<file path="src/rtl/kb_event_decoder_pkg.sv">
// kb_pkg: shared definitions for the keyboard event decoder.
//  - PS/2 set-2 scan codes for the 12 game keys, plus the E0 (extended)
//    and F0 (break) prefix bytes
//  - key index enum, which is also the bit position in the held bitmap
//  - parser state encoding
//  - key_decode(): maps a scan byte to a one-hot key mask
package kb_pkg;

  localparam int NUM_KEYS = 12;

  localparam logic [7:0] SC_W     = 8'h1D;
  localparam logic [7:0] SC_A     = 8'h1C;
  localparam logic [7:0] SC_S     = 8'h1B;
  localparam logic [7:0] SC_D     = 8'h23;
  localparam logic [7:0] SC_UP    = 8'h75;
  localparam logic [7:0] SC_DOWN  = 8'h72;
  localparam logic [7:0] SC_LEFT  = 8'h6B;
  localparam logic [7:0] SC_RIGHT = 8'h74;
  localparam logic [7:0] SC_ENTER = 8'h5A;
  localparam logic [7:0] SC_BACK  = 8'h66;
  localparam logic [7:0] SC_SPACE = 8'h29;
  localparam logic [7:0] SC_ESC   = 8'h76;
  localparam logic [7:0] PFX_EXT  = 8'hE0;
  localparam logic [7:0] PFX_BRK  = 8'hF0;

  typedef enum logic [3:0] {
    K_W     = 4'd0,
    K_A     = 4'd1,
    K_S     = 4'd2,
    K_D     = 4'd3,
    K_UP    = 4'd4,
    K_LEFT  = 4'd5,
    K_DOWN  = 4'd6,
    K_RIGHT = 4'd7,
    K_SPACE = 4'd8,
    K_ENTER = 4'd9,
    K_BACK  = 4'd10,
    K_ESC   = 4'd11
  } key_e;

  typedef enum logic [1:0] {
    ST_IDLE    = 2'd0,
    ST_EXT     = 2'd1,
    ST_BRK     = 2'd2,
    ST_EXT_BRK = 2'd3
  } pstate_e;

  // One-hot key mask for a scan byte; zero for unmapped codes.
  // Arrows need the E0 prefix unless arrow_ext is cleared.
  function automatic logic [NUM_KEYS-1:0] key_decode(input logic [7:0] code,
                                                     input logic       ext,
                                                     input logic       arrow_ext);
    logic [NUM_KEYS-1:0] m;
    logic                arrow_ok;
    m        = '0;
    arrow_ok = ext | ~arrow_ext;
    case (code)
      SC_W:     m[K_W]     = 1'b1;
      SC_A:     m[K_A]     = 1'b1;
      SC_S:     m[K_S]     = 1'b1;
      SC_D:     m[K_D]     = 1'b1;
      SC_UP:    m[K_UP]    = arrow_ok;
      SC_LEFT:  m[K_LEFT]  = arrow_ok;
      SC_DOWN:  m[K_DOWN]  = arrow_ok;
      SC_RIGHT: m[K_RIGHT] = arrow_ok;
      SC_SPACE: m[K_SPACE] = 1'b1;
      SC_ENTER: m[K_ENTER] = 1'b1;
      SC_BACK:  m[K_BACK]  = 1'b1;
      SC_ESC:   m[K_ESC]   = 1'b1;
      default:  m          = '0;
    endcase
    return m;
  endfunction

endpackage

</file>
<file path="src/rtl/kb_repeat_timer.sv">
// kb_repeat_timer: auto-repeat tick generator for one player's direction keys.
//  clk, rst   : clock, synchronous active-high reset
//  any_held   : some direction key of this player is held (after this cycle's byte)
//  new_press  : a direction key of this player went 0->1 this cycle
//  tick       : combinational; high on a new press, and on each repeat expiry
//               (DELAY_CYC after the press, then every PERIOD_CYC)
module kb_repeat_timer #(
  parameter int DELAY_CYC  = 25_000_000,
  parameter int PERIOD_CYC = 10_000_000,
  parameter int CNT_W      = 25
) (
  input  logic clk,
  input  logic rst,
  input  logic any_held,
  input  logic new_press,
  output logic tick
);

  localparam logic [CNT_W-1:0] DELAY_LD  = CNT_W'(DELAY_CYC - 1);
  localparam logic [CNT_W-1:0] PERIOD_LD = CNT_W'(PERIOD_CYC - 1);

  logic [CNT_W-1:0] cnt, cnt_nxt;

  always_comb begin
    cnt_nxt = cnt;
    tick    = 1'b0;
    if (new_press) begin
      // a fresh press always restarts the initial delay
      tick    = 1'b1;
      cnt_nxt = DELAY_LD;
    end else if (any_held) begin
      if (cnt != '0) begin
        cnt_nxt = cnt - 1'b1;
      end else begin
        tick    = 1'b1;
        cnt_nxt = PERIOD_LD;
      end
    end else begin
      cnt_nxt = '0;
    end
  end

  always_ff @(posedge clk) begin
    if (rst) cnt <= '0;
    else     cnt <= cnt_nxt;
  end

endmodule

</file>
<file path="src/rtl/kb_event_decoder.sv">
// kb_event_decoder: PS/2 scan-byte stream -> held-key bitmap, press pulses and
// auto-repeat direction ticks for two players.
//  clk, rst            : clock, synchronous active-high reset
//  din, din_valid      : scan byte and its one-cycle strobe
//  dir1_held/dir2_held : {W,A,S,D} / {UP,LEFT,DOWN,RIGHT} held levels
//  dir1_tick/dir2_tick : held levels gated by the player's repeat tick
//  choose, esc_pause   : ENTER press pulse
//  nxtcolor, pause     : SPACE press pulse
//  rechoose            : BACK press pulse
//  restart             : ESC press pulse
module kb_event_decoder
  import kb_pkg::*;
#(
  parameter int DELAY_CYC  = 25_000_000,
  parameter int PERIOD_CYC = 10_000_000,
  parameter int CNT_W      = 25,
  parameter int ARROW_EXT  = 1
) (
  input  logic       clk,
  input  logic       rst,
  input  logic [7:0] din,
  input  logic       din_valid,
  output logic [3:0] dir1_held,
  output logic [3:0] dir2_held,
  output logic [3:0] dir1_tick,
  output logic [3:0] dir2_tick,
  output logic       choose,
  output logic       esc_pause,
  output logic       nxtcolor,
  output logic       pause,
  output logic       rechoose,
  output logic       restart
);

  pstate_e state, state_nxt;
  logic    do_make, do_brk, cur_ext;
  logic    is_pfx;

  logic [NUM_KEYS-1:0] held, held_nxt, key_hit, make_mask, brk_mask, press;
  logic                tick1, tick2;

  assign is_pfx = (din == PFX_EXT) || (din == PFX_BRK);

  // ---------------- prefix parser ----------------
  always_ff @(posedge clk) begin
    if (rst) state <= ST_IDLE;
    else     state <= state_nxt;
  end

  always_comb begin
    state_nxt = state;
    do_make   = 1'b0;
    do_brk    = 1'b0;
    cur_ext   = 1'b0;
    if (din_valid) begin
      case (state)
        ST_IDLE: begin
          if      (din == PFX_EXT) state_nxt = ST_EXT;
          else if (din == PFX_BRK) state_nxt = ST_BRK;
          else                     do_make   = 1'b1;
        end
        ST_EXT: begin
          // repeated E0 is tolerated and keeps the extended context
          if      (din == PFX_BRK) state_nxt = ST_EXT_BRK;
          else if (din == PFX_EXT) state_nxt = ST_EXT;
          else begin
            do_make   = 1'b1;
            cur_ext   = 1'b1;
            state_nxt = ST_IDLE;
          end
        end
        ST_BRK: begin
          // a prefix after F0 is malformed: drop the whole sequence
          state_nxt = ST_IDLE;
          do_brk    = ~is_pfx;
        end
        ST_EXT_BRK: begin
          state_nxt = ST_IDLE;
          do_brk    = ~is_pfx;
          cur_ext   = 1'b1;
        end
        default: state_nxt = ST_IDLE;
      endcase
    end
  end

  // ---------------- held bitmap ----------------
  assign key_hit   = key_decode(din, cur_ext, ARROW_EXT != 0);
  assign make_mask = do_make ? key_hit : '0;
  assign brk_mask  = do_brk  ? key_hit : '0;
  assign held_nxt  = (held | make_mask) & ~brk_mask;
  // typematic re-makes of a held key are not presses
  assign press     = make_mask & ~held;

  // ---------------- repeat timers ----------------
  kb_repeat_timer #(
    .DELAY_CYC (DELAY_CYC),
    .PERIOD_CYC(PERIOD_CYC),
    .CNT_W     (CNT_W)
  ) u_rep1 (
    .clk      (clk),
    .rst      (rst),
    .any_held (|held_nxt[K_D:K_W]),
    .new_press(|press[K_D:K_W]),
    .tick     (tick1)
  );

  kb_repeat_timer #(
    .DELAY_CYC (DELAY_CYC),
    .PERIOD_CYC(PERIOD_CYC),
    .CNT_W     (CNT_W)
  ) u_rep2 (
    .clk      (clk),
    .rst      (rst),
    .any_held (|held_nxt[K_RIGHT:K_UP]),
    .new_press(|press[K_RIGHT:K_UP]),
    .tick     (tick2)
  );

  // ---------------- registered outputs ----------------
  always_ff @(posedge clk) begin
    if (rst) begin
      held      <= '0;
      dir1_tick <= '0;
      dir2_tick <= '0;
      choose    <= 1'b0;
      esc_pause <= 1'b0;
      nxtcolor  <= 1'b0;
      pause     <= 1'b0;
      rechoose  <= 1'b0;
      restart   <= 1'b0;
    end else begin
      held      <= held_nxt;
      dir1_tick <= {held_nxt[K_W], held_nxt[K_A], held_nxt[K_S], held_nxt[K_D]} & {4{tick1}};
      dir2_tick <= {held_nxt[K_UP], held_nxt[K_LEFT], held_nxt[K_DOWN], held_nxt[K_RIGHT]}
                   & {4{tick2}};
      choose    <= press[K_ENTER];
      esc_pause <= press[K_ENTER];
      nxtcolor  <= press[K_SPACE];
      pause     <= press[K_SPACE];
      rechoose  <= press[K_BACK];
      restart   <= press[K_ESC];
    end
  end

  // held levels come straight from the bitmap register
  assign dir1_held = {held[K_W], held[K_A], held[K_S], held[K_D]};
  assign dir2_held = {held[K_UP], held[K_LEFT], held[K_DOWN], held[K_RIGHT]};

endmodule

</file>
<file path="config.mk">
export PLATFORM = sky130hd
export DESIGN_NAME = kb_event_decoder
export DESIGN_NICKNAME = d
export VERILOG_FILES = /design/src/rtl/kb_event_decoder_pkg.sv /design/src/rtl/kb_repeat_timer.sv /design/src/rtl/kb_event_decoder.sv
export SDC_FILE = /design/constraint.sdc
export NUM_CORES = 1
export LEC_CHECK = 0
export CORE_UTILIZATION = 51
export CTS_BUF_LIST = sky130_fd_sc_hd__clkbuf_2 sky130_fd_sc_hd__clkbuf_4 sky130_fd_sc_hd__clkbuf_8
export DETAILED_ROUTE_END_ITERATION = 6
export PLACE_DENSITY = 0.83
export SLEW_MARGIN = 0
export SYNTH_ARGS = -nofsm -noshare
export SYNTH_HDL_FRONTEND = slang
export SYNTH_HIERARCHICAL = 1
export SYNTH_SLANG_ARGS = --single-unit
</file>
<file path="constraint.sdc">
create_clock -name clk -period 2.9 [get_ports clk]
set_input_delay 0.58 -clock clk [delete_from_list [all_inputs] [get_ports clk]]
set_output_delay 0.58 -clock clk [all_outputs]
set_load 0.05 [all_outputs]
</file>
**Word-level counts from Yosys, hierarchy flattened**

Cells that the tools add are included.
Widths: inputs -> output; s select.

- RAM bits: 0
- Output and inout port bits: 22
- Input port bits: 11
- Memories kept: 0
- ROM bits: 0
- Register bits after elaboration: 76
- Latch bits: 0
- Logic and storage cells: 101

- Reductions and logical operators: 14
- Multipliers: 0
- Bitwise logic cells: 12
- Div/mod/pow operators: 0
- Add/sub/neg operators: 2
- Shift operators: 0
- Multiplexer cells: 41
- Eq/ne operators: 18
- Magnitude comparators: 0

Operators with widths:

| cell | count |
|---|---|
| $mux 25 | 6 |
| $eq 8x7->1 const B | 7 |
| $reduce_bool 25->1 | 2 |
| $sub 25x1->25 const B | 2 |
| $mux 1 | 27 |
| $and 12x12->12 | 2 |
| $eq 8x5->1 const B | 3 |
| $mux 12 | 2 |
| $not 12->12 | 2 |
| $eq 8x6->1 const B | 2 |
| $eq 8x8->1 const B | 2 |
| $reduce_or 4->1 | 4 |
| $reduce_or 7->1 | 2 |
| $or 12x12->12 | 1 |
| $reduce_or 6->1 | 2 |
| $and 4x4->4 | 2 |
| $mux 2 | 3 |
| $pmux 2 s3 | 1 |
| $not 1->1 | 5 |
| $eq 2x2->1 const B | 2 |
| $pmux 1 s2 | 2 |
| $ne 3x3->1 const B | 1 |
| $eq 2x1->1 const B | 1 |
| $logic_not 2->1 | 1 |
| 3 further kinds | 3 |

**Logic depth before layout (Yosys ltp)**

Gate-level depths: netlist (run 1).

- Depth after elaboration: 13
- Mapped depth: 10
- Mapped depth without buffers: 9

**Cells and area by module**

Netlist (run 1), hierarchy kept.

By module, submodules not included:

| module | instances | cells an instance | sequential area each (um2) | area each (um2) |
|---|---|---|---|---|
| kb_event_decoder | 1 | 141 | 520.5 | 1276.2 |
| kb_repeat_timer at u_rep1 | 1 | 136 | 500.5 | 1242.4 |
| kb_repeat_timer at u_rep2 | 1 | 132 | 500.5 | 1202.4 |

**Worst setup path after synthesis (run 1)**

Ideal clock, no wire load.

- Kind: in2reg
- Start: in din[1]
- End: reg u_rep2.cnt[21]
- Cell stages on the path: 8
- Slack: 0.315 ns
- Arrival time: 2.490 ns
- Data required time: 2.805 ns
- Library setup time: 0.095 ns
- Buffers on the path: 1
- Cell sequence: buf_6 or2_0 or4_4 mux2i_2 nand4_1 nor2b_1 o21ai_4 o311ai_1

- Cells in the longest elaborated chain, start to end: 12
- Elaborated cells on any way between the ends: 32
- Classes of those cells: eq/ne: 6; mux: 18; bitwise: 5; reduce/logical: 3

Ends and longest elaborated chain:

| element | line | text |
|---|---|---|
| from (decl) | kb_event_decoder.sv:21 | `input logic [7:0] din,` |
| $eq 8x8->1 | kb_event_decoder.sv:42, kb_event_decoder.sv:58, kb_event_decoder.sv:65 |  |
| $mux 1 | kb_event_decoder.sv:65 | `else if (din == PFX_EXT) state_nxt = ST_EXT;` |
| $mux 1 | kb_event_decoder.sv:64 | `if (din == PFX_BRK) state_nxt = ST_EXT_BRK;` |
| $pmux 1 s2 | kb_event_decoder.sv:56 | `case (state)` |
| $mux 1 | kb_event_decoder.sv:55 | `if (din_valid) begin` |
| $mux 1 | kb_event_decoder_pkg.sv:57 | `case (code)` |
| $mux 12 (on tied branches) | kb_event_decoder.sv:89, kb_event_decoder.sv:90 |  |
| $or 12x12->12 / $not 12->12 (equally long branches) | kb_event_decoder.sv:91 | `assign held_nxt = (held \| make_mask) & ~brk_mask;` |
| $and 12x12->12 | kb_event_decoder.sv:91 |  |
| $reduce_or 4->1 | kb_event_decoder.sv:115 | `.any_held (\|held_nxt[K_RIGHT:K_UP]),` |
| $mux 25 | kb_repeat_timer.sv:31 | `end else if (any_held) begin` |
| $mux 25 (*) | kb_repeat_timer.sv:27 | `if (new_press) begin` |
| to (signal assigned) | kb_repeat_timer.sv:45 | `else cnt <= cnt_nxt;` |
| to (decl) | kb_repeat_timer.sv:22 | `logic [CNT_W-1:0] cnt, cnt_nxt;` |

Every way passes the cells marked *; elsewhere a longest branch is shown, timed or not.
A chain may end at the register's enable or synchronous reset.

**Worst setup path after layout (run 1)**

- Start: in din[3]
- End: reg u_rep2.cnt[7]

- Cells in the longest elaborated chain, start to end: 12
- Elaborated cells on any way between the ends: 31
- Classes of those cells: eq/ne: 6; mux: 16; bitwise: 6; reduce/logical: 3

Ends and longest elaborated chain:

| element | line |
|---|---|
| $eq 8x8->1 | kb_event_decoder.sv:42, kb_event_decoder.sv:58, kb_event_decoder.sv:65 |
| $mux 1 | kb_event_decoder.sv:65 |
| $mux 1 | kb_event_decoder.sv:64 |
| $pmux 1 s2 | kb_event_decoder.sv:56 |
| $mux 1 | kb_event_decoder.sv:55 |
| $mux 1 | kb_event_decoder_pkg.sv:57 |
| $mux 12 (on tied branches) | kb_event_decoder.sv:89, kb_event_decoder.sv:90 |
| $or 12x12->12 / $not 12->12 (equally long branches) | kb_event_decoder.sv:91 |
| $and 12x12->12 | kb_event_decoder.sv:91 |
| $reduce_or 4->1 | kb_event_decoder.sv:115 |
| $not 1->1 (no line) | - |
| $reduce_or 7->1 (no line) (*) | - |

Marks and branches as above.

==> results.py, run 1 <==
metrics = {
    "placement": {
        "io_buffers": 32,
        "hpwl_mm": 6.097,
        "gp_congestion": 0.8674,
        "dp.cells": 550,
    },
    "logic_synthesis": {
        "yosys.area.top_type": "dfxtp_1",
        "ys_ff_latch": 76,
        "synth_nets": 422,
        "synth_enable_flop_cells": 0,
        "synth_cell_types": 67,
        "synth_top_area_frac": 0.4089,
        "ys_warn_count": 6,
        "syn_area_um2": 3721,
        "async_flop_share": 0,
        "avgSynthCellArea_um2": 9.098,
        "synth_area_leaders": "dfxtp_1, xnor2_1, nor2_1",
        "yosysSeqAreaShare": 0.4089,
        "syn_inst": 409,
        "synth_ff_type": "dfxtp_1",
    },
    "worst_setup_path": {
        "path_cells": "clkdlybuf4s50_1 > nand4b_1 > or4_4 > mux2i_2 > nand4_1 > nor2b_1 > buf_4 > nand2_1 > nor3_1",
        "cp_slowest_cell": "or4_4",
        "crit_path_start_kind": "input port",
        "critPathMaxStageDelay_ns": 0.53,
        "crit_type": "in2reg",
        "cp.arrival_ns": 2.80,
        "rrSetupSlack_ns": 0.54,
        "required_ns": 3.10,
        "endpoint_kind": "flip-flop",
        "critPathMaxFanout": 8,
    },
    "floorplan": {
        "start_util": 0.5388,
        "die_h_um": 87.42,
        "fp.dieW_um": 87.42,
        "io_pins": 33,
        "std_cell_rows": 30,
        "die_area_um2": 7641,
        "core_area_um2": 6907,
    },
    "run": {
        "maxCapViolations": 0,
    },
    "clocking": {
        "clkSinkCount": 76,
        "cts_max_path_buffers": 2,
        "clkSlewWorstSetupHoldPaths_ns": 0.08,
        "clockRootBuffer": "clkbuf_8",
        "cts_inserted_buffers": 9,
        "h-tree-depth": 3,
        "clk-insertion-delay-late_ns": 0.34,
        "hold_buffers": 0,
        "cts_tree": "done",
    },
    "finish": {
        "areaGrowthSynthToFinish_pct": 20.28,
        "fin_cells": 565,
        "fillCellCount": 571,
        "diodes": 0,
        "final_common_cell": "dfxtp_1",
        "final_cell_mix": "dfxtp_1, nor2_1, buf_4",
        "drive_gt1_frac": 0.1514,
        "fin_nets": 478,
    },
    "detailed_routing": {
        "firstDrtPassIters": 4,
        "drt_drc_violations_left": 0,
        "final_antenna_net_count": 0,
        "via_count": 3199,
        "initialDrtViolationCount": 171,
        "routedWlPerCell_um": 14.21,
        "wirelength_mm": 8.031,
        "vias_per_cell": 5.662,
    },
    "sta": {
        "timing.final.crit_period_ns": 2.605,
        "max_freq_ghz": 0.3839,
        "worst_pin_slew_ns": 0.8582,
        "hold_viol_final": 0,
        "rsz0062_at_grt": "false",
        "finalSetupViolCount": 0,
        "slew_headroom": 0.4235,
        "slew_viol_final": 0,
        "layout_worst_path_cycle_share": 0.8982,
        "finClkSkew_ns": 0.01657,
    },
    "hold_path": {
        "hp-class": "reg2reg",
    },
    "pwr": {
        "ir_drop_v": 0.0004060,
        "p_per_area_nw_per_um2": 447.8,
        "finalPower_w": 0.002004,
        "leakage_nw": 1.958,
    },
    "global_route": {
        "antenna_found_initial": 0,
        "gr-total-overflow": 0,
        "grtUsageTotal": 0.2328,
        "grt_pass1_wl_mm": 13.96,
        "grt_max_degree": 20,
        "grt_pass1_vias": 3083,
    },
    "outcome": {
        "outcome": "finished, final reports clean",
    },
}
==> cell families (layout without fill, tap and decap cells) <==
logic type | Yosys count | count (layout) | synth area share
buf+inv | 28 | 88 | 0.04371
flops | 76 | 76 | 0.4089
fa+ha+maj | 2 | 2 | 0.006724
mux | 11 | 11 | 0.03060
compound gates | 71 | 71 | 0.1180
simple gates | 187 | 187 | 0.3120
xor+xnor | 34 | 34 | 0.08003
==> routing by layer <==
layer	part of all wire	vias to the layer above	GRT usage
met5	0	-	0
met4	0.0051	0	0.05514
met3	0.043	4	0.05877
met2	0.49	76	0.4048
met1	0.46	1515	0.2882
li1	-	1604	-
==> registers in the layout, indices dropped and copies added, names as in the netlist <==
name and flops:
u_rep1/cnt 25, u_rep2/cnt 25, held 12, dir1_tick 4, dir2_tick 4, state 2
esc_pause 1, pause 1, rechoose 1, restart 1
==> cell usage after synthesis, types with 4 or more instances <==
cell	instances
or3_1	9
nor4_1	6
nor2_1	44
nand4b_1	6
nand2b_1	12
nor2b_1	4
inv_1	8
buf_4	10
nand3_1	14
mux2i_1	10
xor2_1	15
xnor2_1	19
nand4_1	11
dfxtp_1	76
a31oi_1	10
o21ai_0	8
nor3_1	25
o21ai_1	14
nand2_1	14
a21oi_1	21
==> final cells by class <==
| class | instances | area [um^2] | area share |
|---|---|---|---|
| clock buffers | 10 | 131.4 | 0.02935 |
| clock inverters | 5 | 61.31 | 0.01370 |
| multi-input cells | 305 | 2043 | 0.4565 |
| flip-flops and latches | 76 | 1521 | 0.3400 |
| inverters | 8 | 30.03 | 0.006710 |
| repair buffers | 65 | 568.0 | 0.1269 |
| well taps | 96 | 120.1 | 0.02684 |
==> worst max-delay path: cells and delay by family <==
| kind | cells | cell delay [ns] |
|---|---|---|
| buf+inv | 2 | 0.62 |
| simple gates | 6 | 1.39 |
| mux | 1 | 0.22 |
==> worst paths after layout <==
path         cells past startpoint       endpoint     startpoint
max reg2reg                      9   dir2_tick[1]  u_rep2/cnt[0]
max                              9  u_rep2/cnt[7]         din[3]
min                              1      esc_pause        held[9]
min reg2reg                      1      esc_pause        held[9]
==> repair_timing <==
item	4_1_cts	5_1_grt
setup buffers	0	0
endpoints found under the setup margin	0	3
gates resized for setup	0	1
==> power by group <==
part	switching [W]	internal (W)
Sequential	0.00000487	0.00105
Clock	0.000377	0.000407
Combinational	0.0000882	0.0000805
==> metrics by stage <==
step	util	setup TNS [ns]	cell area (um^2)	hold slack, ns	worst slack, ns
3_3_place_gp	0.6192	-0.01392	4277	0.4034	-0.004824
5_1_grt	0.6480	0	4476	0.4325	0.06419
2_1_floorplan	-	0	3721	0.3928	0.3146
3_5_place_dp	0.6192	-0.9149	4277	0.4049	-0.1308
6_report	0.6480	0	4476	0.4113	0.2952
4_1_cts	0.6471	0	4469	0.4160	0.2288
Note: power is estimated with default switching activity, not from simulation.
==> run 2: changes to the inputs <==
GPL_TIMING_DRIVEN = 1   (was default)
==> results of run 2 <==
The final DEF is identical to that of run 1; final timing and power are the same.
